File: src/rtl/spart_word_bridge_if.sv
// spart_word_bridge bus bundle: SPART byte side, word sink and word source.
// The bridge takes the slave view, the surrounding logic the master view.
interface spart_word_bridge_if #(
  parameter int BYTES   = 2,
  parameter int BURST_W = 16,
  parameter int CNT_W   = 12
);
  localparam int W = 8 * BYTES;

  logic [7:0]         rx_byte;
  logic               rx_byte_vld;
  logic [W-1:0]       wr_data;
  logic               wr_vld;
  logic [7:0]         tx_byte;
  logic               tx_byte_vld;
  logic               tx_byte_rdy;
  logic               tx_start;
  logic [BURST_W-1:0] burst_len;
  logic               rd_req;
  logic [W-1:0]       rd_data;
  logic               rd_data_vld;
  logic               tx_busy;
  logic               tx_done;
  logic               rx_timeout_err;
  logic [CNT_W-1:0]   rx_word_cnt;
  logic [CNT_W-1:0]   tx_word_cnt;

  modport master (
    output rx_byte, rx_byte_vld, tx_byte_rdy,
    output tx_start, burst_len,
    output rd_data, rd_data_vld,
    input  wr_data, wr_vld, tx_byte, tx_byte_vld,
    input  rd_req, tx_busy, tx_done, rx_timeout_err,
    input  rx_word_cnt, tx_word_cnt
  );

  modport slave (
    input  rx_byte, rx_byte_vld, tx_byte_rdy,
    input  tx_start, burst_len,
    input  rd_data, rd_data_vld,
    output wr_data, wr_vld, tx_byte, tx_byte_vld,
    output rd_req, tx_busy, tx_done, rx_timeout_err,
    output rx_word_cnt, tx_word_cnt
  );
endinterface

File: src/rtl/spart_word_bridge.sv
// Byte <-> word bridge for the SPART: LSB-first RX packing with
// inter-byte timeout, and burst-read TX serialisation with status.
module spart_word_bridge #(
  parameter int BYTES   = 2,
  parameter int BURST_W = 16,
  parameter int CNT_W   = 12,
  parameter int TIMEOUT = 1023
) (
  input  logic                clk,
  input  logic                rst,
  spart_word_bridge_if.slave  bus
);
  localparam int W  = 8 * BYTES;
  localparam int LW = (BYTES > 1) ? $clog2(BYTES) : 1;
  localparam int TW = (TIMEOUT > 0) ? $clog2(TIMEOUT + 1) : 1;
  localparam logic [LW-1:0] LAST = LW'(BYTES - 1);
  localparam logic [TW-1:0] TLIM = TW'((TIMEOUT > 0) ? TIMEOUT - 1 : 0);

  localparam logic [1:0] S_IDLE = 2'd0;
  localparam logic [1:0] S_REQ  = 2'd1;
  localparam logic [1:0] S_WAIT = 2'd2;
  localparam logic [1:0] S_SEND = 2'd3;

  logic [LW-1:0]    lane;
  logic [W-1:0]     rx_buf;
  logic [W-1:0]     rx_nxt;
  logic [TW-1:0]    tcnt;
  logic             expire;
  logic [W-1:0]     wr_data_q;
  logic             wr_vld_q;
  logic             err_q;
  logic [CNT_W-1:0] rx_cnt;

  logic [1:0]         state;
  logic [BURST_W-1:0] len;
  logic [BURST_W-1:0] sent;
  logic [W-1:0]       shift;
  logic [LW-1:0]      j;
  logic               done_q;
  logic [CNT_W-1:0]   tx_cnt;
  logic [7:0]         tx_byte_c;

  always_comb begin
    rx_nxt = rx_buf;
    for (int k = 0; k < BYTES; k++)
      if (lane == LW'(k)) rx_nxt[8*k +: 8] = bus.rx_byte;
  end

  // A byte arriving in the expiry cycle takes priority over the timeout.
  assign expire = (TIMEOUT != 0) && (lane != '0) && (tcnt == TLIM);

  always_ff @(posedge clk) begin
    if (rst) begin
      lane      <= '0;
      rx_buf    <= '0;
      tcnt      <= '0;
      wr_data_q <= '0;
      wr_vld_q  <= 1'b0;
      err_q     <= 1'b0;
      rx_cnt    <= '0;
    end else begin
      wr_vld_q <= 1'b0;
      err_q    <= 1'b0;
      if (bus.rx_byte_vld) begin
        rx_buf <= rx_nxt;
        tcnt   <= '0;
        if (lane == LAST) begin
          lane      <= '0;
          wr_data_q <= rx_nxt;
          wr_vld_q  <= 1'b1;
          rx_cnt    <= rx_cnt + CNT_W'(1);
        end else begin
          lane <= lane + LW'(1);
        end
      end else if (lane != '0) begin
        if (expire) begin
          lane  <= '0;
          tcnt  <= '0;
          err_q <= 1'b1;
        end else begin
          tcnt <= tcnt + TW'(1);
        end
      end
    end
  end

  always_ff @(posedge clk) begin
    if (rst) begin
      state  <= S_IDLE;
      len    <= '0;
      sent   <= '0;
      shift  <= '0;
      j      <= '0;
      done_q <= 1'b0;
      tx_cnt <= '0;
    end else begin
      done_q <= 1'b0;
      unique case (state)
        S_IDLE: begin
          if (bus.tx_start) begin
            if (bus.burst_len != '0) begin
              len   <= bus.burst_len;
              sent  <= '0;
              state <= S_REQ;
            end else begin
              done_q <= 1'b1;
            end
          end
        end
        S_REQ: state <= S_WAIT;
        S_WAIT: begin
          if (bus.rd_data_vld) begin
            shift <= bus.rd_data;
            j     <= '0;
            state <= S_SEND;
          end
        end
        S_SEND: begin
          if (bus.tx_byte_rdy) begin
            if (j == LAST) begin
              j      <= '0;
              tx_cnt <= tx_cnt + CNT_W'(1);
              sent   <= sent + BURST_W'(1);
              if (sent + BURST_W'(1) == len) begin
                done_q <= 1'b1;
                state  <= S_IDLE;
              end else begin
                state <= S_REQ;
              end
            end else begin
              j <= j + LW'(1);
            end
          end
        end
        default: state <= S_IDLE;
      endcase
    end
  end

  always_comb begin
    tx_byte_c = '0;
    for (int k = 0; k < BYTES; k++)
      if (state == S_SEND && j == LW'(k)) tx_byte_c = shift[8*k +: 8];
  end

  assign bus.wr_data        = wr_data_q;
  assign bus.wr_vld         = wr_vld_q;
  assign bus.rx_timeout_err = err_q;
  assign bus.rx_word_cnt    = rx_cnt;
  assign bus.tx_byte        = tx_byte_c;
  assign bus.tx_byte_vld    = (state == S_SEND);
  assign bus.rd_req         = (state == S_REQ);
  assign bus.tx_busy        = (state != S_IDLE);
  assign bus.tx_done        = done_q;
  assign bus.tx_word_cnt    = tx_cnt;
endmodule

File: src/flat_wrapper.sv
// flat-port wrapper written by rule: the top's interface ports become plain ports
module spart_word_bridge_flat 
#(
  parameter int BYTES   = 2,
  parameter int BURST_W = 16,
  parameter int CNT_W   = 12,
  parameter int TIMEOUT = 1023
)
  (clk, rst, bus_rx_byte, bus_rx_byte_vld, bus_tx_byte_rdy, bus_tx_start, bus_burst_len, bus_rd_data, bus_rd_data_vld, bus_wr_data, bus_wr_vld, bus_tx_byte, bus_tx_byte_vld, bus_rd_req, bus_tx_busy, bus_tx_done, bus_rx_timeout_err, bus_rx_word_cnt, bus_tx_word_cnt);
  spart_word_bridge_if #(.BYTES(BYTES), .BURST_W(BURST_W), .CNT_W(CNT_W)) bus_i ();
  input  logic clk;
  input  logic rst;
  input wire logic [$bits(bus_i.rx_byte)-1:0] bus_rx_byte;
  input wire logic [$bits(bus_i.rx_byte_vld)-1:0] bus_rx_byte_vld;
  input wire logic [$bits(bus_i.tx_byte_rdy)-1:0] bus_tx_byte_rdy;
  input wire logic [$bits(bus_i.tx_start)-1:0] bus_tx_start;
  input wire logic [$bits(bus_i.burst_len)-1:0] bus_burst_len;
  input wire logic [$bits(bus_i.rd_data)-1:0] bus_rd_data;
  input wire logic [$bits(bus_i.rd_data_vld)-1:0] bus_rd_data_vld;
  output wire logic [$bits(bus_i.wr_data)-1:0] bus_wr_data;
  output wire logic [$bits(bus_i.wr_vld)-1:0] bus_wr_vld;
  output wire logic [$bits(bus_i.tx_byte)-1:0] bus_tx_byte;
  output wire logic [$bits(bus_i.tx_byte_vld)-1:0] bus_tx_byte_vld;
  output wire logic [$bits(bus_i.rd_req)-1:0] bus_rd_req;
  output wire logic [$bits(bus_i.tx_busy)-1:0] bus_tx_busy;
  output wire logic [$bits(bus_i.tx_done)-1:0] bus_tx_done;
  output wire logic [$bits(bus_i.rx_timeout_err)-1:0] bus_rx_timeout_err;
  output wire logic [$bits(bus_i.rx_word_cnt)-1:0] bus_rx_word_cnt;
  output wire logic [$bits(bus_i.tx_word_cnt)-1:0] bus_tx_word_cnt;
  assign bus_i.rx_byte = bus_rx_byte;
  assign bus_i.rx_byte_vld = bus_rx_byte_vld;
  assign bus_i.tx_byte_rdy = bus_tx_byte_rdy;
  assign bus_i.tx_start = bus_tx_start;
  assign bus_i.burst_len = bus_burst_len;
  assign bus_i.rd_data = bus_rd_data;
  assign bus_i.rd_data_vld = bus_rd_data_vld;
  assign bus_wr_data = bus_i.wr_data;
  assign bus_wr_vld = bus_i.wr_vld;
  assign bus_tx_byte = bus_i.tx_byte;
  assign bus_tx_byte_vld = bus_i.tx_byte_vld;
  assign bus_rd_req = bus_i.rd_req;
  assign bus_tx_busy = bus_i.tx_busy;
  assign bus_tx_done = bus_i.tx_done;
  assign bus_rx_timeout_err = bus_i.rx_timeout_err;
  assign bus_rx_word_cnt = bus_i.rx_word_cnt;
  assign bus_tx_word_cnt = bus_i.tx_word_cnt;
  spart_word_bridge #(.BYTES(BYTES), .BURST_W(BURST_W), .CNT_W(CNT_W), .TIMEOUT(TIMEOUT)) u_core (.clk(clk), .rst(rst), .bus(bus_i));
endmodule
File: config.mk
export PLATFORM = sky130hd
export DESIGN_NAME = spart_word_bridge_flat
export DESIGN_NICKNAME = d
export VERILOG_FILES = /design/src/rtl/spart_word_bridge_if.sv /design/src/rtl/spart_word_bridge.sv /design/src/flat_wrapper.sv
export SDC_FILE = /design/constraint.sdc
export NUM_CORES = 1
export LEC_CHECK = 0
export ABC_AREA = 1
export CORE_UTILIZATION = 35
export CTS_BUF_LIST = sky130_fd_sc_hd__clkbuf_8
export CTS_CLUSTER_DIAMETER = 80
export CTS_CLUSTER_SIZE = 24
export DETAILED_ROUTE_END_ITERATION = 6
export DONT_BUFFER_PORTS = 1
export HOLD_SLACK_MARGIN = 0.02
export PLACE_DENSITY_LB_ADDON = 0.12
export SLEW_MARGIN = 20
export SYNTH_ARGS = -nofsm -noshare
export SYNTH_HDL_FRONTEND = slang
export SYNTH_SLANG_ARGS = --single-unit
File: constraint.sdc
create_clock -name clk -period 1.8 [get_ports clk]
set_clock_uncertainty 0.1 [all_clocks]
set_input_delay 0.18 -clock clk [delete_from_list [all_inputs] [get_ports clk]]
set_output_delay 0.18 -clock clk [all_outputs]
set_load 0.01 [all_outputs]
Word-level counts from Yosys, hierarchy flattened
Index checks and enable logic that the tools add are counted.
- add/subtract/negate cells: 6
- $mul: 0
- divide/modulo/power cells: 0
- order comparisons: 0
- equality and inequality tests: 10
- shift operators: 0
- muxes and demuxes: 33
- bitwise operators: 3
- reductions and logical operators: 18
- operators by type and width (operator ; count):
    2-to-1 mux 16 bit ; 4
    2-to-1 mux 8 bit ; 4
    one-hot mux 16 bit (2 select lines) ; 1
    adder 12 x 1 -> 12 bit (second input constant) ; 2
    adder 16 x 1 -> 16 bit (second input constant) ; 1
    == test 16 bit ; 1
    nonzero test 16 bit ; 1
    2-to-1 mux 1 bit ; 15
    adder 10 x 1 -> 10 bit (second input constant) ; 1
    == test 10 bit (second input constant) ; 1
    2-to-1 mux 10 bit ; 1
    2-to-1 mux 2 bit ; 5
    AND reduction 5 bit ; 2
    AND reduction 3 bit ; 3
    one-hot mux 2 bit (4 select lines) ; 1
    inequality test 2 bit (second input constant) ; 3
    nonzero test 2 bit ; 3
    == test 2 bit (second input constant) ; 2
    inequality test 2 x 1 -> 1 bit (second input constant) ; 2
    one-hot mux 1 bit (2 select lines) ; 2
    AND reduction 2 bit ; 2
    OR reduction 2 bit ; 2
    logical AND 1 bit ; 3
    NOT 1 bit ; 3
    other kinds (4) ; 5
- bits in registers: 121
- bits in latches: 0
- bits in writable memories: 0
- ROM bits: 0
- output and inout bits: 54
- logic and storage cells: 84
- memories kept: 0

Logic depth before layout (Yosys ltp)
Gate-level depths: netlist of run 1.
- depth after elaboration: 6
- depth in mapped cells: 14

Least setup slack after synthesis of run 1
OpenSTA, ideal clock, no wires.
- kind: register -> register
- start point: reg u_core.state[0]
- end point: reg u_core.tx_cnt[9], in the netlist u_core.bus.tx_word_cnt[9]
- library setup time: 0.119 ns
- arrival time: 1.786 ns
- path slack: -0.205 ns
- stages on the path, launching flop included: 11
- buffers on the path: 0
- cells stage by stage: dfxtp_1 ha_1 nand2_1 nor2_1 inv_1 nor4_1 nand2_1 nor2_1 nand4_1 o21ai_0 a21oi_1
- longest elaborated chain between the ends: 2
- ends and longest elaborated chain (element ; line ; RTL):
    from (decl) ; spart_word_bridge.sv:34 ; logic [1:0] state;
    from (signal assigned) ; spart_word_bridge.sv:89 ; state <= S_IDLE;
    from (signal assigned) ; spart_word_bridge.sv:104 ; state <= S_REQ;
    from (signal assigned) ; spart_word_bridge.sv:110 ; S_REQ: state <= S_WAIT;
    == test 2 bit ; - ;
    named net bus_tx_byte_vld ; flat_wrapper.sv:23 ; output wire logic [$bits(bus_i.tx_byte_vld)-1:0] bus_tx_byte_vld;
    AND reduction 3 bit (no line) ; - ;
    to (signal assigned) ; spart_word_bridge.sv:122 ; tx_cnt <= tx_cnt + CNT_W'(1);
    to (decl) ; spart_word_bridge.sv:40 ; logic [CNT_W-1:0] tx_cnt;
The timed path passes the listed nets, and every way through them passes these cells.
A chain may end at the register's enable or synchronous reset.

Worst setup path in the final report of run 1
- start point: reg u_core.state[0]
- end point: reg u_core.tx_cnt[10], in the netlist u_core.bus.tx_word_cnt[10]
- longest elaborated chain between the ends: 2
- ends and longest elaborated chain (element ; line ; RTL):
    == test 2 bit ; spart_word_bridge.sv:98 ; unique case (state)
    AND reduction 3 bit (no line) ; - ;
No other way between the ends.

==> metrics.md, run 1 <==
| Metric | Value |
|---|---|
| Status | `complete, but fails checks` |
| Failing checks | `negative setup slack` |
| DR WL met3 | `around 910 µm` |
| Power Density | `approximately 1100 nW/µm²` |
| Post-place setup slack | `-0.08820 ns` |
| Number of I/O port buffers | `0` |
| Final min period | `around 2.0 ns` |
| Critical path fanouts, max | `4` |
| Worst-margin pin slew | `0.8290 ns` |
| Hold Crit Class | `in -> reg` |
| Synthesized net count | `772` |
| Setup ws final | `-0.1680 ns` |
| Setup_tns | `-1.498 ns` |
| Mux share of post-synthesis cell area | `0%` |
| Cells after DPL | `937` |
| Post-synthesis simple-gate area fraction | `a little over a quarter` |
| Compound-Gate Fraction of Synth Area | `17.35%` |
| Most common cell in the synthesized netlist | `nand2_1` |
| Fin util | `51.88%` |
| Overall power consumption | `8.223 mW` |
| Synth cell count leaders | `114 x nand2_1, 113 x dfxtp_1, 106 x nor2_1` |
| Drt total wl | `14.96 mm` |
| Dominant cell type by area after synthesis | `dfxtp_1` |
| Initial DRT Pass Iterations | `4` |
| Met2 routed WL | `between 7 and 8 mm` |
| Fillers | `1,322` |
| Synth Register Bits | `113` |
| Final #Nets | `901` |
| Crit. End Element | `flip-flop` |
| Cells after Synth | `717` |
| Final number of hold-violating endpoints | `0` |
| Final design area excluding fillers | `7284 µm²` |
| GRT Total Usage | `20.10%` |
| Max layer used | `met4` |
| TritonCTS buffer count | `17` |
| Cell Count, Final, Fillers Out | `approximately 1,000` |
| Final setup violating endpoints | `13` |
| Slew Limit Fails | `0` |
| CP required | `2.01 ns` |
| Ratio of cells with drive above 1 in the final layout | `24.48%` |
| CTS Root Cell | `clkbuf_8` |
| Die Area | `15,070 µm²` |
| Top cells by area, synth | `dfxtp_1 44%, nand2_1 8.4%, nor2_1 7.8%, o21ai_0 7.4%, inv_1 6.3%` |
| CTS tree | `yes` |
| Ys flop type | `dfxtp_1` |
| GPL Wtd Cong | `~0.86` |
| CP Class | `reg -> reg` |
| Synth Cell Area | `roughly 5100 µm²` |
| Power share of the combinational group | `between 30% and 40%` |
| Initial antenna violation count | `0` |
| DIE HEIGHT | `122.8 µm` |
| Die width | `about 120 µm` |
| Post-Synth XOR/XNOR Area | `1.201%` |
| Rows | `between 40 and 50` |
| Net Sw Power | `2.787 mW` |
| Number of flops mapped to enable cells by yosys | `0` |
| Ys async rst share | `0%` |
| Inserted Diodes | `0` |
| Switch share | `33.90%` |
| Cell variety after synth | `30` |
| Clock Latency Late Sink | `0.46 ns` |
| Main combinational cell family by area after synthesis | `simple AND/OR/NAND/NOR gates` |
| Sequential power share | `37.9%` |
| Internal power | `5.436 mW` |
| Fmax | `0.5081 GHz` |
| Period utilization | `109.3%` |
| Sequential share of the synthesized area | `roughly 44%` |
| Drc violations | `0` |
| Max_cap viols | `0` |
| Clock buffer depth | `2` |
| Synth top area share | `44.31%` |
| RSZ-0062 raised after global routing | `yes` |
| Arrival time worst endpoint | `2.17 ns` |
| Vias in the first global route | `around 4,900` |
| Initial core utilization | `approximately 36%` |
| Area of the core | `14,040 µm²` |
| Area Growth Syn to Fin | `42.70%` |
| Routed len/inst | `approximately 14 µm` |
| Reg area | `2277 µm²` |
| Via/cell ratio | `4.994` |
| First-pass GRT wire length | `roughly 23 mm` |
| Synth Area in Adders | `2.206%` |
| Hpwl dp | `between 9 and 10 mm` |
| Fin Hold WS | `approximately 0.043 ns` |
| Placed Area | `5781 µm²` |
| Peak VDD IR | `about 0.62 mV` |
| Post-Route M1 WL | `6.743 mm` |
| Pleak | `2.914 nW` |
| Post-route ant nets | `0` |
| Slew margin rel. | `44.55%` |
| Clock share of power | `28.9%` |
| IO Pins | `100` |
| Clk sink count | `113` |
| Warnings from Yosys | `0` |
| Iteration-0 DRC count of the detailed router | `201` |
| Largest net degree at the start of global routing | `35` |
| Overflow after GRT | `0` |
| H-Tree Depth | `4` |
| Clock slew at reported path FFs | `0.07 ns` |
| Area of the multi-input gates | `about 2800 µm²` |
| Startpoint Class | `flip-flop` |
| Syn avg cell area | `slightly above 7 µm²` |
| DR vias | `between 5,000 and 6,000` |
[layer usage]
metal  track usage [%]  vias to the layer above
met5                 0                        -
met4             6.555                        0
met3             8.039                       16
met2             32.87                      122
met1             23.87                     2415
li1                  -                     2631
[sequential cells by signal, summed over array words and instances (netlist names)]
| signal | cells |
|---|---|
| u_core.state | 2 |
| u_core.bus.tx_done | 1 |
| u_core.bus.rx_timeout_err | 1 |
| u_core.j | 1 |
| u_core.bus.wr_data | 16 |
| u_core.sent | 16 |
| u_core.shift | 16 |
| u_core.rx_buf | 8 |
| u_core.bus.rx_word_cnt | 12 |
| u_core.bus.tx_word_cnt | 12 |
| u_core.tcnt | 10 |
| u_core.bus.wr_vld | 1 |
| u_core.lane | 1 |
| u_core.len | 16 |
[logic make-up (layout without fill, tap and decap cells)]
kind of cell | Yosys count | in the layout
buf+inv | 113 | 254
simple gates | 312 | 312
xor+xnor | 7 | 7
compound gates | 163 | 163
flops | 113 | 113
fa+ha+maj | 9 | 9
[power groups by stage]
stage               logic (mW)  registers, mW  clock network [mW]
global route              3.00           3.15                2.54
floorplan                 1.27           3.06                   0
CTS                       2.18           3.09                2.43
detailed placement        1.95           3.11                   0
finish                    2.73           3.11                2.38
global placement          1.92           3.11                   0
[critical path, cell delays in order (launching register included)]
cell and delay [ns]:
dfxtp_2 0.36, ha_4 0.16, nand2_4 0.05, buf_6 0.12
nor2_4 0.10, nand3_2 0.09, nor2_2 0.15, nand2_1 0.08
nor2_2 0.17, nand3_2 0.15, nor4_2 0.22, nor3_2 0.08
[final cells by class]
cell class | instances | area share, %
Clock buffer | 20 | 3.779
Clock inverter | 11 | 1.580
Inverter | 87 | 4.723
Multi-Input combinational cell | 491 | 38.56
Sequential cell | 113 | 31.26
Tap cell | 180 | 3.092
Timing Repair Buffer | 136 | 17.00
[worst paths after layout]
path | cells past startpoint | endpoint | slack (ns) | from
worst min register to register | 2 | u_core.tcnt[7] | 0.37 | u_core.tcnt[7]
worst max register to register | 11 | u_core.bus.tx_word_cnt[10] | -0.17 | u_core.state[0]
worst max-delay path | 11 | u_core.bus.tx_word_cnt[10] | -0.17 | u_core.state[0]
worst min-delay path | 3 | u_core.len[14] | 0.04 | bus_tx_start
[cells in the final DEF, fill, tap and decap left out, drive strengths merged]
cell type / count
ha: 9
clkbuf: 21
a21oi: 60
dlygate4sd3: 47
o21a: 2
nand4: 11
o32ai: 1
clkinv: 5
nor3b: 2
buf: 88
xnor2: 4
nor4: 4
or2: 4
clkinvlp: 4
o21ai: 75
o22ai: 9
bufinv: 2
inv: 87
a22o: 8
nand2: 115
dfxtp: 113
a211oi: 8
nand3b: 4
nor2: 107
nor3: 6
nand3: 59
xor2: 3
[timing repair]
action                                  4_1_cts  5_1_grt
hold endpoints to repair                     87        0
resized for setup                            40       85
setup buffers                                 9       12
pin swaps                                    12       30
gates cloned                                  0        3
endpoints found under the setup margin       31       54
hold buffers                                 47        0
Note: power is estimated with default switching activity, not from simulation.
==> run 2: changes to the inputs <==
--- a/config.mk
+++ b/config.mk
@@ -6,7 +6,8 @@
 export NUM_CORES = 1
 export LEC_CHECK = 0
 export ABC_AREA = 1
-export CORE_UTILIZATION = 35
+export CORE_MARGIN = 2
+export CORE_UTILIZATION = 40
 export CTS_BUF_LIST = sky130_fd_sc_hd__clkbuf_8
 export CTS_CLUSTER_DIAMETER = 80
 export CTS_CLUSTER_SIZE = 24
==> metrics.md, run 2 (same netlist as run 1, synthesis figures left out) <==
| Metric | Value |
|---|---|
| RSZ-0062 raised after global routing | `yes` |
| Post-route ant nets | `0 (unchanged)` |
| Overflow after GRT | `0 (unchanged)` |
| Peak VDD IR | `0.5360 mV (-14%)` |
| Critical path fanouts, max | `8 (+4)` |
| Ratio of cells with drive above 1 in the final layout | `21.84% (-2.6 points)` |
| Clk sink count | `113 (unchanged)` |
| Fmax | `0.5183 GHz (+2.0%)` |
| CP cell instances | `ha_4 > nand2_4 > buf_6 > clkinvlp_4 > a22o_1` |
| Largest net degree at the start of global routing | `60 (+71%)` |
| Most common cell after layout, fill and taps aside | `nand2_1` |
| Slew margin rel. | `43.16% (-1.4 points)` |
| Failing checks | `negative setup slack` |
| GPL Wtd Cong | `0.8713 (+1.5%)` |
| Setup ws final | `-0.1295 ns (+0.03846 ns)` |
| Die Area | `13,680 µm² (-9.2%)` |
| Crit-path max cell delay | `0.35 ns (about the same)` |
| Final number of hold-violating endpoints | `0 (unchanged)` |
| TritonCTS buffer count | `17 (unchanged)` |
| Clock Latency Late Sink | `0.44 ns (-0.02 ns)` |
| Hpwl dp | `9.589 mm (-1.8%)` |
| Vias in the first global route | `4,961 (+1.6%)` |
| Final #Nets | `880 (-2.3%)` |
| Rows | `41 (-4.7%)` |
| Power Density | `1160 nW/µm² (+2.8%)` |
| First-pass GRT wire length | `23.29 mm (+1.2%)` |
| Drt total wl | `14.33 mm (-4.2%)` |
| DIE HEIGHT | `117.0 µm (-4.7%)` |
| Setup_tns | `-1.201 ns (+0.2968 ns)` |
| Inserted Diodes | `0 (unchanged)` |
| Clock buffer depth | `2 (unchanged)` |
| Die width | `117.0 µm (-4.7%)` |
| Max_cap viols | `0 (unchanged)` |
| Final min period | `1.930 ns (-0.03846 ns)` |
| Initial core utilization | `40.78% (+4.4 points)` |
| CTS tree | `yes` |
| Initial antenna violation count | `0 (unchanged)` |
| Crit. End Element | `output pin` |
| Final setup violating endpoints | `16 (+3)` |
| IO Pins | `100 (unchanged)` |
| Area of the core | `12,520 µm² (-11%)` |
| GRT Total Usage | `21.87% (+1.8 points)` |
| DR vias | `5,053 (-2.5%)` |
| H-Tree Depth | `4 (unchanged)` |
| Via/cell ratio | `5.003 (+0.18%)` |
| CP required | `1.52 ns (-0.49 ns)` |
| Clock slew at reported path FFs | `0.08 ns (about the same)` |
| Hold Crit Class | `in -> reg` |
| Startpoint Class | `flip-flop` |
| CTS Root Cell | `clkbuf_8` |
| CP Class | `reg -> out` |
| Worst-margin pin slew | `0.8526 ns (+0.02363 ns)` |
| Initial DRT Pass Iterations | `4 (unchanged)` |
| Most frequent cells in the layout | `103 x nand2_1, 101 x dfxtp_1, 88 x nor2_1` |
| Overall power consumption | `8.152 mW (-0.87%)` |
| Number of I/O port buffers | `0 (unchanged)` |
| Slew Limit Fails | `0 (unchanged)` |
| Critical path's slowest cell | `dfxtp_2` |
| Period utilization | `107.2% (-2.1 points)` |
| Status | `complete, but fails checks` |
| Routed len/inst | `14.19 µm (-1.5%)` |
| Area Growth Syn to Fin | `37.62%` |
| Iteration-0 DRC count of the detailed router | `256 (+27%)` |
| Drc violations | `0 (unchanged)` |
| Arrival time worst endpoint | `1.65 ns (-0.52 ns)` |
| Pleak | `2.764 nW (-5.1%)` |
## run 2: timing repair
action | in CTS | in global routing
hold buffers | 45 | 0
pin swaps | 29 | 21
gates resized for setup | 47 | 56
buffers inserted | 4 | 4
hold endpoints to repair | 82 | 0
cloned | 2 | 1
endpoints found under the setup margin | 30 | 100
## run 2: metrics by stage
stage | util (%) | setup WS [ns] | cell area, µm² | std cells | hold slack (ns)
floorplan | - | -0.009509 | 5147 | 717 | 0.2410
global placement | 45.74 | -0.1003 | 5725 | 923 | 0.1563
detailed placement | 45.74 | -0.1625 | 5725 | 923 | 0.1577
CTS | 54.52 | -0.1304 | 6824 | 1005 | 0.02010
global route | 56.13 | -0.1969 | 7025 | 1010 | 0.04398
finish | 56.13 | -0.1295 | 7025 | 1010 | 0.03132
## run 2: layer usage
layer | global-route usage, % | part of all wire (%)
met5 | 0 | 0
met4 | 9.569 | 1.9
met3 | 7.673 | 6.4
met2 | 35.45 | 48
met1 | 26.34 | 44
## run 2: path summary, 6_finish.rpt
path                            slack [ns]  cells past startpoint       startpoint              to
worst min register to register        0.37                      2    u_core.len[0]   u_core.len[0]
worst max register to register       -0.06                      9  u_core.state[0]  u_core.sent[3]
worst max-delay path                 -0.13                      5  u_core.state[0]  bus_tx_byte[5]
worst min-delay path                  0.03                      2  bus_rx_byte_vld     u_core.lane
## run 2: cell type report
class	count	area, µm²
Clock buffer	18	247.7
Timing Repair Buffer	115	1061
Clock inverter	14	178.9
Inverter	87	335.3
Sequential cell	113	2277
Fill cell	1214	5492
Multi-Input combinational cell	491	2710
Tap cell	172	215.2
## run 2: critical path, delay by kind of cell, from the launching register on
kind,cells,cell delay (ns)
buffers and inverters,2,0.27
adder cells (fa/ha/maj),1,0.18
AO/OA/AOI/OAI,1,0.32
flip-flops,1,0.35
AND/OR/NAND/NOR,1,0.08
## run 2: power breakdown
part	internal [mW]	total, mW	switching [mW]
Sequential	2.84	3.11	0.269
Clock	1.42	2.58	1.16
Combinational	1.09	2.46	1.36
Total	5.36	8.15	2.79
==> run 3: changes to the inputs <==
--- a/config.mk
+++ b/config.mk
@@ -15,6 +15,7 @@
 export DONT_BUFFER_PORTS = 1
 export HOLD_SLACK_MARGIN = 0.02
 export PLACE_DENSITY_LB_ADDON = 0.12
+export REMOVE_ABC_BUFFERS = 1
 export SLEW_MARGIN = 20
 export SYNTH_ARGS = -nofsm -noshare
 export SYNTH_HDL_FRONTEND = slang
==> metrics.md, run 3 (same netlist as run 1, synthesis figures left out) <==
| Metric | Value |
|---|---|
| Status | `complete, but fails checks` |
| Failing checks | `negative setup slack` |
| Peak VDD IR | `0.6199 mV (+16%)` |
| Min-Delay Path Depth | `3 (+1)` |
| Most frequent cells in the layout | `101 x dfxtp_1, 95 x nand2_1, 83 x nor2_1` |
| Critical path fanouts, max | `6 (-2)` |
| Initial antenna violation count | `0 (unchanged)` |
| CP Class | `reg -> out` |
| Sequential power share | `37.2% (-1.0 points)` |
| Final setup violating endpoints | `27 (+11)` |
| Crit. End Element | `output pin` |
| Initial core utilization | `40.78% (unchanged)` |
| Clk sink count | `113 (unchanged)` |
| Fillers | `1,184 (-2.5%)` |
| IO Pins | `100 (unchanged)` |
| Fin util | `58.80% (+2.7 points)` |
| Vias in the first global route | `4,953 (-0.16%)` |
| Period utilization | `106.5% (-0.69 points)` |
| RSZ-0062 raised after global routing | `yes` |
| CP required | `1.52 ns (about the same)` |
| Initial DRT Pass Iterations | `7 (+3)` |
| Arrival time worst endpoint | `1.64 ns (about the same)` |
| Final min period | `1.917 ns (-0.01237 ns)` |
| Worst r2r src | `u_core.state[0]` |
| Area of the core | `12,520 µm² (unchanged)` |
| H-Tree Depth | `4 (unchanged)` |
| GRT Total Usage | `21.47% (-0.40 points)` |
| Final #Nets | `895 (+1.7%)` |
| TritonCTS buffer count | `17 (unchanged)` |
| Most common cell after layout, fill and taps aside | `dfxtp_1` |
| First-pass GRT wire length | `22.69 mm (-2.5%)` |
| Crit path from | `u_core.state[0]` |
| Number of I/O port buffers | `0 (unchanged)` |
| Reg2Reg Capture Point | `u_core.sent[13]` |
| Startpoint Class | `flip-flop` |
| Internal power | `5.490 mW (+2.4%)` |
| Drc violations | `0 (unchanged)` |
| Setup ws final | `-0.1172 ns (+0.01237 ns)` |
| GPL Wtd Cong | `0.8291 (-4.8%)` |
| Iteration-0 DRC count of the detailed router | `223 (-13%)` |
| Worst-margin pin slew | `0.8076 ns (-0.04498 ns)` |
| Power Density | `1139 nW/µm² (-1.9%)` |
| Overflow after GRT | `0 (unchanged)` |
| Clock Latency Late Sink | `0.44 ns (about the same)` |
| Post-route ant nets | `0 (unchanged)` |
| Clock slew at reported path FFs | `0.08 ns (about the same)` |
| Clock share of power | `29.2% (-2.5 points)` |
| DIE HEIGHT | `117.0 µm (unchanged)` |
| Hold Crit Class | `in -> reg` |
| Ratio of cells with drive above 1 in the final layout | `26.26% (+4.4 points)` |
| Slew Limit Fails | `0 (unchanged)` |
| R2r worst-path depth | `8 (-1)` |
| Flop2flop setup slack | `-0.07 ns (about the same)` |
| Fmax | `0.5216 GHz (+0.65%)` |
| CTS tree | `yes` |
| Fin Hold WS | `0.05171 ns (+0.02039 ns)` |
| Drt total wl | `14.93 mm (+4.1%)` |
| Routed len/inst | `14.56 µm (+2.6%)` |
| Final number of hold-violating endpoints | `0 (unchanged)` |
| Hpwl dp | `9.473 mm (-1.2%)` |
| Setup_tns | `-1.526 ns (-0.3245 ns)` |
| Power share of the combinational group | `33.7% (+3.6 points)` |
| Post-place setup slack | `-0.2023 ns (-0.03981 ns)` |
| Max_cap viols | `0 (unchanged)` |
| Clock buffer depth | `2 (unchanged)` |
| Pleak | `2.895 nW (+4.7%)` |
| Slew margin rel. | `45.98% (+2.8 points)` |
| Area Growth Syn to Fin | `44.17%` |
| Largest net degree at the start of global routing | `60 (unchanged)` |
| DR vias | `5,122 (+1.4%)` |
| Overall power consumption | `8.380 mW (+2.8%)` |
| Net Sw Power | `2.890 mW (+3.6%)` |
| Via/cell ratio | `4.997 (-0.12%)` |
| CTS Root Cell | `clkbuf_8` |
| Switch share | `34.48% (+0.27 points)` |
| Inserted Diodes | `0 (unchanged)` |
| Die Area | `13,680 µm² (unchanged)` |
| Setup crit end | `bus_tx_byte[0]` |
| Die width | `117.0 µm (unchanged)` |
| Rows | `41 (unchanged)` |
==> run 3: cell count changes in the layout (fill, tap and decap cells not counted), sizes merged <==
| cell | delta |
|---|---|
| bufbuf | -1 |
| buf | +8 |
| dlymetal6s4s | +1 |
| clkinv | +1 |
| inv | -4 |
| dlygate4sd3 | +4 |
| clkinvlp | +5 |
| clkbuf | +1 |
==> run 3: timing repair <==
action	CTS	global route
buffers inserted	8	6
endpoints found under the hold margin	75	0
hold buffers	50	0
pin swaps	29	48
cloned	2	4
endpoints found under the setup margin	33	56
resized for setup	63	102
==> run 3: through the flow <==
step                      std cells  cell area [µm²]
final                          1025             7360
after global routing           1025             7360
after CTS                      1016             6923
after detailed placement        924             5715
after global placement          924             5715
after floorplan                 691             5005
==> run 3: cell type report <==
type / count / area (µm²) / share of cell area, %
timing repair buffer: 129 / 1226 / 16.66
timing repair inverter: 1 / 7.507 / 0.1020
sequential: 113 / 2282 / 31.01
inverter: 87 / 344.1 / 4.675
clock inverter: 15 / 168.9 / 2.295
tap: 172 / 215.2 / 2.924
multi-input combinational: 491 / 2882 / 39.15
clock buffer: 17 / 234.0 / 3.179
==> run 3: worst min-delay path by stage <==
stage                                  end         start
after floorplan                   u_core.j           rst
after global placement      u_core.sent[1]           rst
after detailed placement          u_core.j           rst
after CTS                 u_core.rx_buf[5]           rst
after global routing        u_core.len[13]  bus_tx_start
final                        u_core.len[5]  bus_tx_start
==> run 3: power groups by stage <==
| stage | combinational [mW] | sequential [mW] | clock (mW) |
|---|---|---|---|
| 2_1_floorplan | 1.21 | 3.06 | 0 |
| 3_3_place_gp | 1.92 | 3.09 | 0 |
| 3_5_place_dp | 1.96 | 3.09 | 0 |
| 4_1_cts | 2.19 | 3.08 | 2.51 |
| 5_1_grt | 3.11 | 3.15 | 2.61 |
| 6_report | 2.82 | 3.11 | 2.44 |
==> run 3: metal layers <==
layer | part of all wire [%] | vias to the layer above | global-route usage, %
met3 | 6.2 | 26 | 7.312
met5 | 0 | - | 0
met1 | 44 | 2358 | 25.83
met4 | 2.5 | 0 | 9.176
li1 | - | 2616 | -
met2 | 47 | 122 | 35.11
==> run 3: critical path: stages, from the launching register on <==
cell,delay (ns)
dfxtp_2,0.36
ha_4,0.16
buf_6,0.16
inv_4,0.05
nor2_4,0.12
buf_6,0.15
a22o_1,0.19
